===== config.mk =====
export PLATFORM = sky130hd
export DESIGN_NAME = uart_rx_to_mem
export DESIGN_NICKNAME = d
export VERILOG_FILES = /design/src/rtl/uart_rx_to_mem.sv
export SDC_FILE = /design/constraint.sdc
export NUM_CORES = 1
export LEC_CHECK = 0
export BUFFER_PORTS_ARGS = -buffer_cell sky130_fd_sc_hd__buf_4
export CORE_MARGIN = 2
export CORE_UTILIZATION = 51
export DETAILED_ROUTE_END_ITERATION = 8
export GPL_ROUTABILITY_DRIVEN = 0
export PLACE_DENSITY = 0.7
export RECOVER_POWER = 100
export SLEW_MARGIN = 25
export SYNTH_ARGS = -nofsm -noshare
export SYNTH_HDL_FRONTEND = slang
export SYNTH_SLANG_ARGS = --single-unit

===== constraint.sdc =====
create_clock -name clk -period 2.8 [get_ports clk]
set_clock_uncertainty 0.2 [all_clocks]
set_input_delay 0.14 -clock clk [delete_from_list [all_inputs] [get_ports clk]]
set_output_delay 0.14 -clock clk [all_outputs]
set_load 0.05 [all_outputs]

===== src/rtl/uart_rx_to_mem.sv =====
// UART receiver that streams MAT_ELEMS bytes into consecutive operand-RAM addresses.
// Optional even-parity framing (8E1) when UART_PARITY_EN is defined; default build is 8N1.
module uart_rx_to_mem #(
  parameter int CLKS_PER_BIT = 868,
  parameter int DATA_W       = 8,
  parameter int MAT_ELEMS    = 18,
  parameter int ADDR_W       = 5
) (
  input  logic              clk,
  input  logic              rst,
  input  logic              load_en,
  input  logic              rx_data,
  output logic              mem_we,
  output logic [ADDR_W-1:0] mem_addr,
  output logic [DATA_W-1:0] mem_wdata,
  output logic              load_done,
  output logic              frame_err
);

  localparam int TICK_W = $clog2(CLKS_PER_BIT);
  localparam int BIT_W  = (DATA_W > 1) ? $clog2(DATA_W) : 1;
  localparam logic [TICK_W-1:0] FULL_M1   = TICK_W'(CLKS_PER_BIT - 1);
  localparam logic [TICK_W-1:0] HALF_M1   = TICK_W'(CLKS_PER_BIT / 2 - 1);
  localparam logic [BIT_W-1:0]  LAST_BIT  = BIT_W'(DATA_W - 1);
  localparam logic [ADDR_W:0]   LAST_ELEM = (ADDR_W + 1)'(MAT_ELEMS - 1);

  typedef enum logic [2:0] {
    S_IDLE,
    S_START,
    S_DATA,
`ifdef UART_PARITY_EN
    S_PARITY,
`endif
    S_STOP,
    S_WRITE,
    S_DONE
  } state_t;

  state_t              state_q, state_d;
  logic [TICK_W-1:0]   tick_q, tick_d;
  logic [BIT_W-1:0]    bit_q, bit_d;
  logic [DATA_W-1:0]   shift_q, shift_d;
  logic [ADDR_W:0]     count_q, count_d;
  logic                we_q, we_d;
  logic [ADDR_W-1:0]   addr_q, addr_d;
  logic [DATA_W-1:0]   wdata_q, wdata_d;
  logic                ferr_q, ferr_d;
`ifdef UART_PARITY_EN
  logic                par_err_q, par_err_d;
`endif

  // rx is asynchronous; the sync chain resets to the idle level so no false edge follows reset
  logic rx_meta_q, rx_sync_q, rx_prev_q;
  logic rx_fall;

  always_ff @(posedge clk) begin
    if (rst) begin
      rx_meta_q <= 1'b1;
      rx_sync_q <= 1'b1;
      rx_prev_q <= 1'b1;
    end else begin
      rx_meta_q <= rx_data;
      rx_sync_q <= rx_meta_q;
      rx_prev_q <= rx_sync_q;
    end
  end

  assign rx_fall = rx_prev_q & ~rx_sync_q;

  always_comb begin
    state_d   = state_q;
    tick_d    = tick_q + 1'b1;
    bit_d     = bit_q;
    shift_d   = shift_q;
    count_d   = count_q;
    we_d      = 1'b0;
    addr_d    = addr_q;
    wdata_d   = wdata_q;
    ferr_d    = 1'b0;
`ifdef UART_PARITY_EN
    par_err_d = par_err_q;
`endif

    case (state_q)
      S_IDLE: begin
        tick_d = '0;
        bit_d  = '0;
        if (load_en && rx_fall) state_d = S_START;
      end
      S_START: begin
        if (tick_q == HALF_M1) begin
          tick_d  = '0;
          state_d = rx_sync_q ? S_IDLE : S_DATA;
        end
      end
      S_DATA: begin
        if (tick_q == FULL_M1) begin
          tick_d  = '0;
          shift_d = {rx_sync_q, shift_q[DATA_W-1:1]};
          bit_d   = bit_q + 1'b1;
          if (bit_q == LAST_BIT) begin
`ifdef UART_PARITY_EN
            state_d = S_PARITY;
`else
            state_d = S_STOP;
`endif
          end
        end
      end
`ifdef UART_PARITY_EN
      S_PARITY: begin
        if (tick_q == FULL_M1) begin
          tick_d    = '0;
          par_err_d = (rx_sync_q != ^shift_q);
          state_d   = S_STOP;
        end
      end
`endif
      S_STOP: begin
        if (tick_q == FULL_M1) begin
          tick_d = '0;
`ifdef UART_PARITY_EN
          if (rx_sync_q && !par_err_q) begin
`else
          if (rx_sync_q) begin
`endif
            state_d = S_WRITE;
            we_d    = 1'b1;
            addr_d  = count_q[ADDR_W-1:0];
            wdata_d = shift_q;
          end else begin
            state_d = S_IDLE;
            ferr_d  = 1'b1;
          end
        end
      end
      S_WRITE: begin
        count_d = count_q + 1'b1;
        state_d = (count_q == LAST_ELEM) ? S_DONE : S_IDLE;
      end
      S_DONE: begin
        tick_d = '0;
      end
      default: state_d = S_IDLE;
    endcase

    // Dropping load_en aborts any partial frame and rearms the load from address 0
    if (!load_en) begin
      state_d = S_IDLE;
      count_d = '0;
      we_d    = 1'b0;
      ferr_d  = 1'b0;
    end
  end

  always_ff @(posedge clk) begin
    if (rst) begin
      state_q   <= S_IDLE;
      tick_q    <= '0;
      bit_q     <= '0;
      shift_q   <= '0;
      count_q   <= '0;
      we_q      <= 1'b0;
      addr_q    <= '0;
      wdata_q   <= '0;
      ferr_q    <= 1'b0;
`ifdef UART_PARITY_EN
      par_err_q <= 1'b0;
`endif
    end else begin
      state_q   <= state_d;
      tick_q    <= tick_d;
      bit_q     <= bit_d;
      shift_q   <= shift_d;
      count_q   <= count_d;
      we_q      <= we_d;
      addr_q    <= addr_d;
      wdata_q   <= wdata_d;
      ferr_q    <= ferr_d;
`ifdef UART_PARITY_EN
      par_err_q <= par_err_d;
`endif
    end
  end

  assign mem_we    = we_q;
  assign mem_addr  = addr_q;
  assign mem_wdata = wdata_q;
  assign frame_err = ferr_q;
  assign load_done = (state_q == S_DONE);

endmodule


-- Yosys cells after proc, flatten, opt, wreduce, memory -nomap -nowiden
Index checks and enable logic that the tools add are counted.
- register bits: 48
- input bits: 4
- output and inout port bits: 16
- $add $sub $neg: 3
- equality and inequality tests: 14
- mux-type cells: 16
- bitwise gates (word level): 6
- reduce and logical (&&, ||, !) cells: 11
- operator list (operator ; count):
    $pmux W10 S3 ; 1
    $mux W3 ; 8
    $mux W10 ; 2
    $pmux W3 S6 ; 1
    $add A10 B1 Y10 const B ; 1
    $eq A10 B10 Y1 const B ; 1
    $eq A10 B9 Y1 const B ; 1
    $ne A2 B2 Y1 const B ; 5
    $eq A3 B3 Y1 const B ; 3
    $add A6 B1 Y6 const B ; 1
    $eq A3 B2 Y1 const B ; 2
    $eq A6 B5 Y1 const B ; 1
    $pmux W3 S2 ; 1
    $reduce_and A6 Y1 ; 1
    $reduce_or A2 Y1 ; 3
    $not A1 Y1 ; 5
    $reduce_and A2 Y1 ; 2
    $reduce_or A4 Y1 ; 1
    $add A3 B1 Y3 const B ; 1
    $eq A3 B1 Y1 const B ; 1
    $logic_not A3 Y1 ; 1
    $reduce_and A3 Y1 ; 1
    $mux W1 ; 2
    $mux W2 ; 1
    3 further kinds ; 3

-- Depth between registers and ports, before layout
Gate-level depths: netlist of the first run.
- depth in word-level cells: 5
- mapped depth: 6

-- Least setup slack after synthesis of the first run
OpenSTA, ideal clock, no wires.
- path kind: reg2reg
- start: register tick_q[3]
- end: register addr_q[2] (netlist: mem_addr[2])
- setup time: 0.132 ns
- data arrival time: 1.632 ns
- required time: 2.468 ns
- setup slack: 0.836 ns
- cell stages (with the launch flop): 7
- buffers on the path: 2
- clock period less this slack: 1.964 ns
- cell sequence: dfxtp_1 > or3b_1 > buf_6 > or4_4 > buf_6 > nand2_1 > a21oi_1
- word-level cells in the longest chain between the ends: 2
- RTL lines (what ; RTL line ; source):
    start, declared ; 40 ; logic [TICK_W-1:0] tick_q, tick_d;
    start signal, assigned ; 172 ; tick_q <= tick_d;
    $eq A10 B10 Y1 ; 120 ; if (tick_q == FULL_M1) begin
    $reduce_and A3 Y1 (no source line) ; n/a ;
    end signal, assigned ; 177 ; addr_q <= addr_d;
    end, declared ; 45 ; logic [ADDR_W-1:0] addr_q, addr_d;
Every way passes these cells.
A chain may end at the register's enable or synchronous reset.

-- Final worst setup path of the first run
- start: register state_q[1]
- end: register bit_q[0]
- word-level cells in the longest chain between the ends: 3
- elaborated cells between the ends (all ways): 6
- classes of those cells: eq/ne: 2; mux: 1; reduce/logical: 3
- RTL lines (what ; RTL line ; source):
    start, declared ; 39 ; state_t state_q, state_d;
    start signal, assigned ; 171 ; state_q <= state_d;
    $eq A3 B2 Y1 / $logic_not A3 Y1 (equally long branches) ; 84 ; case (state_q)
    $ne A2 B2 Y1 (no source line) / $reduce_bool A2 Y1 (equally long branches) ; n/a ;
    $reduce_and A2 Y1 (no source line) ; n/a ;
    end signal, assigned ; 173 ; bit_q <= bit_d;
    end, declared ; 41 ; logic [BIT_W-1:0] bit_q, bit_d;
Several ways; a longest one is shown, not always the timed one.

==> summary.log, run 1 <==
qor: worst_hold_path.number_of_cells_traversed_by_the_worst_hold_path 2
qor: grt.grt_use_total 0.191
qor: sta.finalSetupTns 0 ps
qor: yosys.synthSimpleGateAreaFrac 0.306
qor: critical_path.arrival 2360 ps
qor: critical_path.cp_slowest_cell sky130_fd_sc_hd__nor4_2
qor: die.floorplan.rows 23
qor: clock_network.cts_num_sinks 48
qor: sta.slew-limit-headroom 0.408
qor: yosys.synth_top_cell_by_area sky130_fd_sc_hd__dfxtp_1
qor: sta.period_utilization_post_route 0.852
qor: grt.gr-total-overflow 0
qor: yosys.synth_top_area_frac 0.448
qor: routing.antenna_violating_nets_post_route 0
qor: final_layout.multi_input_gate_area_in_the_final_layout 1080 sq um
qor: power.power.density_cell_area 587 nW/um^2
qor: yosys.synth-xor-area-share 0.0531
qor: clock_network.cts_tree built
qor: sta.rsz0062_at_grt no
qor: place.placement.setup.worst_slack 590 ps
qor: grt.met1_usage 0.237
qor: clock_network.clock-root-buffer sky130_fd_sc_hd__clkbuf_8
qor: die.io-pin-count 20
qor: sta.slew_viol_final 0
qor: die.floorplan.initialDensity 0.533
qor: place.hpwlAfterDp 2850 microns
qor: yosys.netlist_area_before_placement 2150 sq um
qor: place.placedInstanceArea 2270 sq um
qor: yosys.async_flop_share 0
qor: critical_path.reg2reg_setup_slack 410 ps
qor: sta.fmax 0.419 GHz
qor: yosys.synth-adder-area-share 0.0350
qor: final_layout.antenna_cells 0
qor: critical_path.crit_chain or3b_2, nor4_2, or4b_2, o31ai_1
qor: grt.use_met3 0.0519
qor: critical_path.cp_max_fo 13
qor: yosys.post_synth_mux_area_share 0.0140
qor: worst_hold_path.hold_end bit_q[1]
qor: critical_path.worst_r2r_endpoint bit_q[0]
qor: yosys.yosys.cell_types.count 45
qor: grt.grt_max_degree 40
qor: grt.number_of_global_route_vias_before_repair 1508
qor: sta.final_hold_viol_count 0
qor: yosys.most_used_standard_cell_by_instance_count_after_synthesis sky130_fd_sc_hd__dfxtp_1
qor: grt.gr-usage-met2 0.325
qor: routing.drt_pass1_iterations 4
qor: run.cap_violations 0
qor: critical_path.timing_worst_setup_path_type flop to flop
qor: critical_path.worstRegToRegCells 4
qor: clock_network.cts_buffers 5
qor: grt.busiest_layer met2
qor: yosys.dominant_combinational_cell_family_by_area_after_synthesis simple AND/OR/NAND/NOR gates
qor: power.worst_ir_drop_on_vdd 0.408 mV
qor: yosys.syn-num-nets 247
qor: yosys.yosys_register_bits 48
qor: clock_network.clock_insertion_delay_worst_skew 290 ps
qor: critical_path.reg2reg_from state_q[1]
qor: grt.grt_pass1_wl 6790 microns
qor: yosys.synthesis.instances 237
qor: worst_hold_path.hold_path.startpoint rst
qor: routing.routed_via_density 5.49
qor: outcome.run_status completed
qor: routing.dr_total_vias 1670
qor: routing.drt-initial-drc-count 83
qor: die.die_h 68.9 microns
qor: final_layout.fillCellCount 407
qor: clock_network.clock_tree.buffer_depth 2
qor: yosys.count_of_synthesis_stage_warnings_from_yosys 0
qor: clock_network.post_cts_buffers 0
qor: yosys.synth-seq-area-share 0.448
qor: final_layout.share_of_post_route_cells_with_drive_strength_above_1 0.0945
qor: sta.worst_slew_pin_slew 886 ps
qor: yosys.syn_avg_cell_area 9.05 sq um
qor: critical_path.worst_ep_required_time 2770 ps
qor: sta.final_critical_path_setup_slack 413 ps
qor: final_layout.regArea 961 sq um
qor: yosys.synth.area.top_cells sky130_fd_sc_hd__dfxtp_1 (45%), sky130_fd_sc_hd__nand2_1 (7.9%), sky130_fd_sc_hd__a21oi_1 (4.9%), sky130_fd_sc_hd__ha_1 (3.5%), sky130_fd_sc_hd__xor2_1 (2.9%)
qor: clock_network.cts_htree_levels 2
qor: sta.setup_viol 0
qor: yosys.synth-edff-count 0
qor: final_layout.final_core_util 0.587
qor: routing.wl 4100 microns
qor: final_layout.finish.instance_area 2360 sq um
qor: sta.period_needed 2390 ps
qor: place.port_buffers 19
qor: die.die_w 68.9 microns
qor: final_layout.flow.area_growth_from_synthesis 10.1%
qor: yosys.synth-compound-area-share 0.100
qor: grt.number_of_antenna_violations_at_the_first_check_in_global_routing 0
qor: critical_path.worstSetupStartpointType flop
qor: final_layout.layout.nets 263
qor: die.design.die.area 4740 sq um
qor: routing.wire_per_inst 13.5 microns
qor: yosys.synth_commonest_cells sky130_fd_sc_hd__dfxtp_1 (48), sky130_fd_sc_hd__nand2_1 (45), sky130_fd_sc_hd__a21oi_1 (21)
qor: power.cellLeakagePower 0.771 nW
qor: die.coreArea 4030 sq um
qor: yosys.dominantRegCellSynth sky130_fd_sc_hd__dfxtp_1
qor: routing.drc_errors 0
qor: worst_hold_path.hold_path_class primary input to flop
qor: clock_network.clk_pin_slew 80 ps
qor: critical_path.cpPeakStageDelay 680 ps
qor: critical_path.endpoint_kind flop
[report_power, final]
group          switching (mW)  internal, mW
combinational          0.0210        0.0111
sequential            0.00441         0.685
clock                   0.219         0.446
[stage by stage]
stage	cells	total power, mW	hold slack [ps]
2_1_floorplan	237	0.730	43.8
3_3_place_gp	295	0.737	126
3_5_place_dp	295	0.738	132
4_1_cts	304	1.40	48.5
5_1_grt	304	1.43	72.3
6_report	304	1.39	49.0
[timing repair]
item	CTS	global route
hold buffers	1	0
endpoints found under the hold margin	1	0
resized for setup	0	0
[critical path: cells and delay by family (launching register included)]
kind	cells	cell delay, ps
and+or+nand+nor	3	1430
DFF	1	580
AOI/OAI and AO/OA	1	60
[cells by family (layout without fill, tap and decap cells)]
logic type | count (synthesis) | after routing
compound gates | 35 | 35
xor+xnor | 13 | 13
fa+ha+maj | 6 | 6
buf+inv | 14 | 31
flops | 48 | 48
mux | 3 | 3
simple gates | 118 | 118
[flip-flops by register name, summed over array words and instances, names as in the netlist]
register,cells
shift_q,8
count_q,6
frame_err,1
rx_sync_q,1
rx_meta_q,1
state_q,3
rx_prev_q,1
mem_addr,5
bit_q,3
mem_we,1
mem_wdata,8
tick_q,10
[final cells by class]
class / instances / share of cell area
Clock buffer: 5 / 0.0291
Clock inverter: 3 / 0.0381
Inverter: 3 / 0.00476
Multi-Input combinational cell: 175 / 0.456
Sequential cell: 48 / 0.407
Tap cell: 50 / 0.0265
Timing Repair Buffer: 20 / 0.0392
[layout by cell type, fill, tap and decap left out, types with 2 or more instances in the layout]
cell and count:
sky130_fd_sc_hd__xnor2_1 6, sky130_fd_sc_hd__nand2_2 2, sky130_fd_sc_hd__nand3_1 3, sky130_fd_sc_hd__or2_2 3, sky130_fd_sc_hd__bufinv_16 3, sky130_fd_sc_hd__nand4_1 7, sky130_fd_sc_hd__clkbuf_1 16, sky130_fd_sc_hd__a21oi_1 21
sky130_fd_sc_hd__o31ai_1 2, sky130_fd_sc_hd__dfxtp_1 48, sky130_fd_sc_hd__nor2_1 13, sky130_fd_sc_hd__buf_4 2, sky130_fd_sc_hd__nor3b_1 4, sky130_fd_sc_hd__nor4bb_1 2, sky130_fd_sc_hd__clkbuf_8 5, sky130_fd_sc_hd__inv_1 3
sky130_fd_sc_hd__nand3b_1 2, sky130_fd_sc_hd__nand2_1 45, sky130_fd_sc_hd__xor2_1 7, sky130_fd_sc_hd__a21oi_2 2, sky130_fd_sc_hd__nor3_1 7, sky130_fd_sc_hd__and3_1 2, sky130_fd_sc_hd__ha_1 6, sky130_fd_sc_hd__nor4_1 9
sky130_fd_sc_hd__mux2i_1 3, sky130_fd_sc_hd__a211oi_1 2, sky130_fd_sc_hd__nand2b_1 4, sky130_fd_sc_hd__nor2b_1 4, sky130_fd_sc_hd__o21ai_0 3, sky130_fd_sc_hd__nand4b_1 2
[layer usage]
metal | part of all wire | vias up
met1 | 0.45 | 781
met5 | 0 | -
li1 | - | 863
met2 | 0.51 | 24
met4 | 0.0066 | 0
met3 | 0.035 | 2
[how the worst max path moves through the flow]
stage | from | end | slack [ps] | depth (start not counted)
after floorplan | tick_q[3] | mem_addr[2] | 840 | 6
after global placement | state_q[1] | bit_q[0] | 600 | 4
after detailed placement | state_q[1] | bit_q[0] | 590 | 4
after CTS | state_q[1] | bit_q[0] | 570 | 4
after global routing | state_q[1] | bit_q[0] | 280 | 4
final | state_q[1] | bit_q[0] | 410 | 4
Power figures use the tool's default switching activity.
==> run 2: changes to the inputs <==
Settings changed: BUFFER_PORTS_ARGS -buffer_cell sky130_fd_sc_hd__buf_4 to -buffer_cell sky130_fd_sc_hd__buf_2, SETUP_SLACK_MARGIN from default to 0.5.
==> summary.log, run 2 (synthesized netlist as in run 1, its figures left out) <==
qor: critical_path.worst_ep_required_time 2760 ps [about the same]
qor: critical_path.timing_worst_setup_path_type flop to flop
qor: clock_network.cts_num_sinks 48 [unchanged]
qor: final_layout.flip_flop_count_of_the_largest_register_all_copies_and_words_added 10 [unchanged]
qor: sta.rsz0062_at_grt no
qor: sta.period_needed 2270 ps [-113 ps]
qor: final_layout.final_core_util 0.577 [-0.00963]
qor: sta.finalSetupTns 0 ps [unchanged]
qor: worst_hold_path.hold_path_class primary input to flop
qor: sta.period_utilization_post_route 0.812 [-0.0405]
qor: clock_network.clock_tree.buffer_depth 2 [unchanged]
qor: grt.number_of_global_route_vias_before_repair 1435 [-4.8%]
qor: final_layout.share_of_post_route_cells_with_drive_strength_above_1 0.0977 [+0.00317]
qor: critical_path.reg2reg_from tick_q[0]
qor: final_layout.fillCellCount 386 [-5.2%]
qor: power.power.density_cell_area 518 nW/um^2 [-12%]
qor: final_layout.flow.area_growth_from_synthesis 8.34%
qor: sta.slew_viol_final 0 [unchanged]
qor: critical_path.worst_r2r_endpoint mem_addr[4]
qor: clock_network.clock_insertion_delay_worst_skew 300 ps [about the same]
qor: critical_path.worstRegToRegCells 5 [+1]
qor: grt.number_of_antenna_violations_at_the_first_check_in_global_routing 0 [unchanged]
qor: power.cellLeakagePower 0.772 nW [+0.14%]
qor: die.die_h 68.9 microns [unchanged]
qor: final_layout.regMostFlops tick_q
qor: critical_path.reg2reg_setup_slack 530 ps [+110 ps]
qor: die.floorplan.rows 23 [unchanged]
qor: sta.worst_slew_pin_slew 879 ps [-6.29 ps]
qor: critical_path.endpoint_kind flop
qor: final_layout.fin_cells 306 [+0.66%]
qor: grt.grt_max_degree 40 [unchanged]
qor: critical_path.worstSetupStartpointType flop
qor: worst_hold_path.hold_path.startpoint load_en
qor: sta.setup_viol 0 [unchanged]
qor: routing.drt-initial-drc-count 78 [-6.0%]
qor: critical_path.arrival 2230 ps [-130 ps]
qor: die.die_w 68.9 microns [unchanged]
qor: die.floorplan.initialDensity 0.533 [unchanged]
qor: routing.dr_total_vias 1674 [+0.24%]
qor: final_layout.layout.nets 265 [+0.76%]
qor: clock_network.cts_tree built
qor: place.port_buffers 19 [unchanged]
qor: final_layout.multi_input_gate_area_in_the_final_layout 1080 sq um [+0.35%]
qor: sta.slew-limit-headroom 0.413 [+0.00420]
qor: place.numPlacedInstances 295 [unchanged]
qor: outcome.run_status completed
qor: sta.fmax 0.440 GHz [+5.0%]
qor: clock_network.cts_buffers 5 [unchanged]
qor: critical_path.cp_max_fo 13 [unchanged]
qor: worst_hold_path.hold_end state_q[0]
qor: routing.routed_via_density 5.47 [-0.42%]
qor: die.io-pin-count 20 [unchanged]
qor: routing.drc_errors 0 [unchanged]
qor: grt.grt_pass1_wl 6480 microns [-4.6%]
qor: final_layout.antenna_cells 0 [unchanged]
qor: sta.final_hold_viol_count 0 [unchanged]
qor: routing.antenna_violating_nets_post_route 0 [unchanged]
qor: grt.gr-total-overflow 0 [unchanged]
qor: die.design.die.area 4740 sq um [unchanged]
qor: routing.wire_per_inst 13.2 microns [-2.4%]
qor: final_layout.mostFrequentLayoutCells sky130_fd_sc_hd__dfxtp_1 (47), sky130_fd_sc_hd__nand2_1 (45), sky130_fd_sc_hd__a21oi_1 (22)
qor: clock_network.clock-root-buffer sky130_fd_sc_hd__clkbuf_8
qor: run.cap_violations 0 [unchanged]
qor: power.worst_ir_drop_on_vdd 0.300 mV [-26%]
qor: final_layout.regArea 962 sq um [+0.13%]
qor: clock_network.cts_htree_levels 2 [unchanged]
qor: worst_hold_path.number_of_cells_traversed_by_the_worst_hold_path 5 [+3]
qor: clock_network.clk_pin_slew 90 ps [about the same]
qor: routing.wl 4030 microns [-1.8%]
qor: place.hpwlAfterDp 2760 microns [-3.3%]
qor: die.coreArea 4030 sq um [unchanged]
qor: grt.grt_use_total 0.188 [-0.00246]
qor: final_layout.layout.cells.most_common sky130_fd_sc_hd__dfxtp_1
qor: routing.drt_pass1_iterations 4 [unchanged]
[run 2: worst max-delay path: stages (launching register included)]
cell and delay (ps):
sky130_fd_sc_hd__dfxtp_1 380, sky130_fd_sc_hd__ha_1 230, sky130_fd_sc_hd__nand4bb_1 330, sky130_fd_sc_hd__or4_1 760
sky130_fd_sc_hd__nand2_1 160, sky130_fd_sc_hd__a21oi_1 80
[run 2: routing by layer]
metal | vias up | global-route usage | share of wire | routed length, microns
li1 | 863 | - | - | -
met1 | 773 | 0.227 | 0.45 | 1810
met2 | 25 | 0.304 | 0.49 | 1960
met3 | 13 | 0.0536 | 0.035 | 142
met4 | 0 | 0.0980 | 0.031 | 125
met5 | - | 0 | 0 | 0
[run 2: timing repair]
action,4_1_cts,5_1_grt
endpoints found under the setup margin,0,23
hold endpoints to repair,1,0
hold buffers,1,0
setup buffers,0,2
resized for setup,0,3
[run 2: how the worst max path moves through the flow]
stage	start	endpoint	slack [ps]	depth (start not counted)
after floorplan	tick_q[3]	mem_addr[2]	840	6
after global placement	state_q[1]	mem_addr[0]	590	4
after detailed placement	state_q[1]	mem_addr[4]	560	4
after CTS	state_q[1]	mem_addr[4]	540	4
after global routing	tick_q[0]	mem_wdata[2]	380	5
final	tick_q[0]	mem_addr[4]	530	5
[run 2: cell type report]
cell class / count / area share
multi-input cells: 175 / 0.465
flip-flops and latches: 48 / 0.414
repair buffers: 22 / 0.0431
clock buffers: 6 / 0.0312
well taps: 50 / 0.0269
clock inverters: 2 / 0.0151
inverters: 3 / 0.00484
[run 2: report_power, final]
part | switching, mW | internal, mW | leakage [nW]
logic | 0.0210 | 0.00995 | 0.329
registers | 0.00427 | 0.685 | 0.388
clock network | 0.218 | 0.265 | 0.0552
[run 2: metrics by stage]
step | worst slack [ps] | power (mW) | hold WS, ps | cell area [sq um]
3_3_place_gp | 593 | 0.736 | 124 | 2220
4_1_cts | 543 | 1.22 | 81.9 | 2340
5_1_grt | 378 | 1.25 | 135 | 2320
3_5_place_dp | 556 | 0.736 | 129 | 2220
2_1_floorplan | 836 | 0.730 | 43.8 | 2150
6_report | 527 | 1.20 | 88.2 | 2320
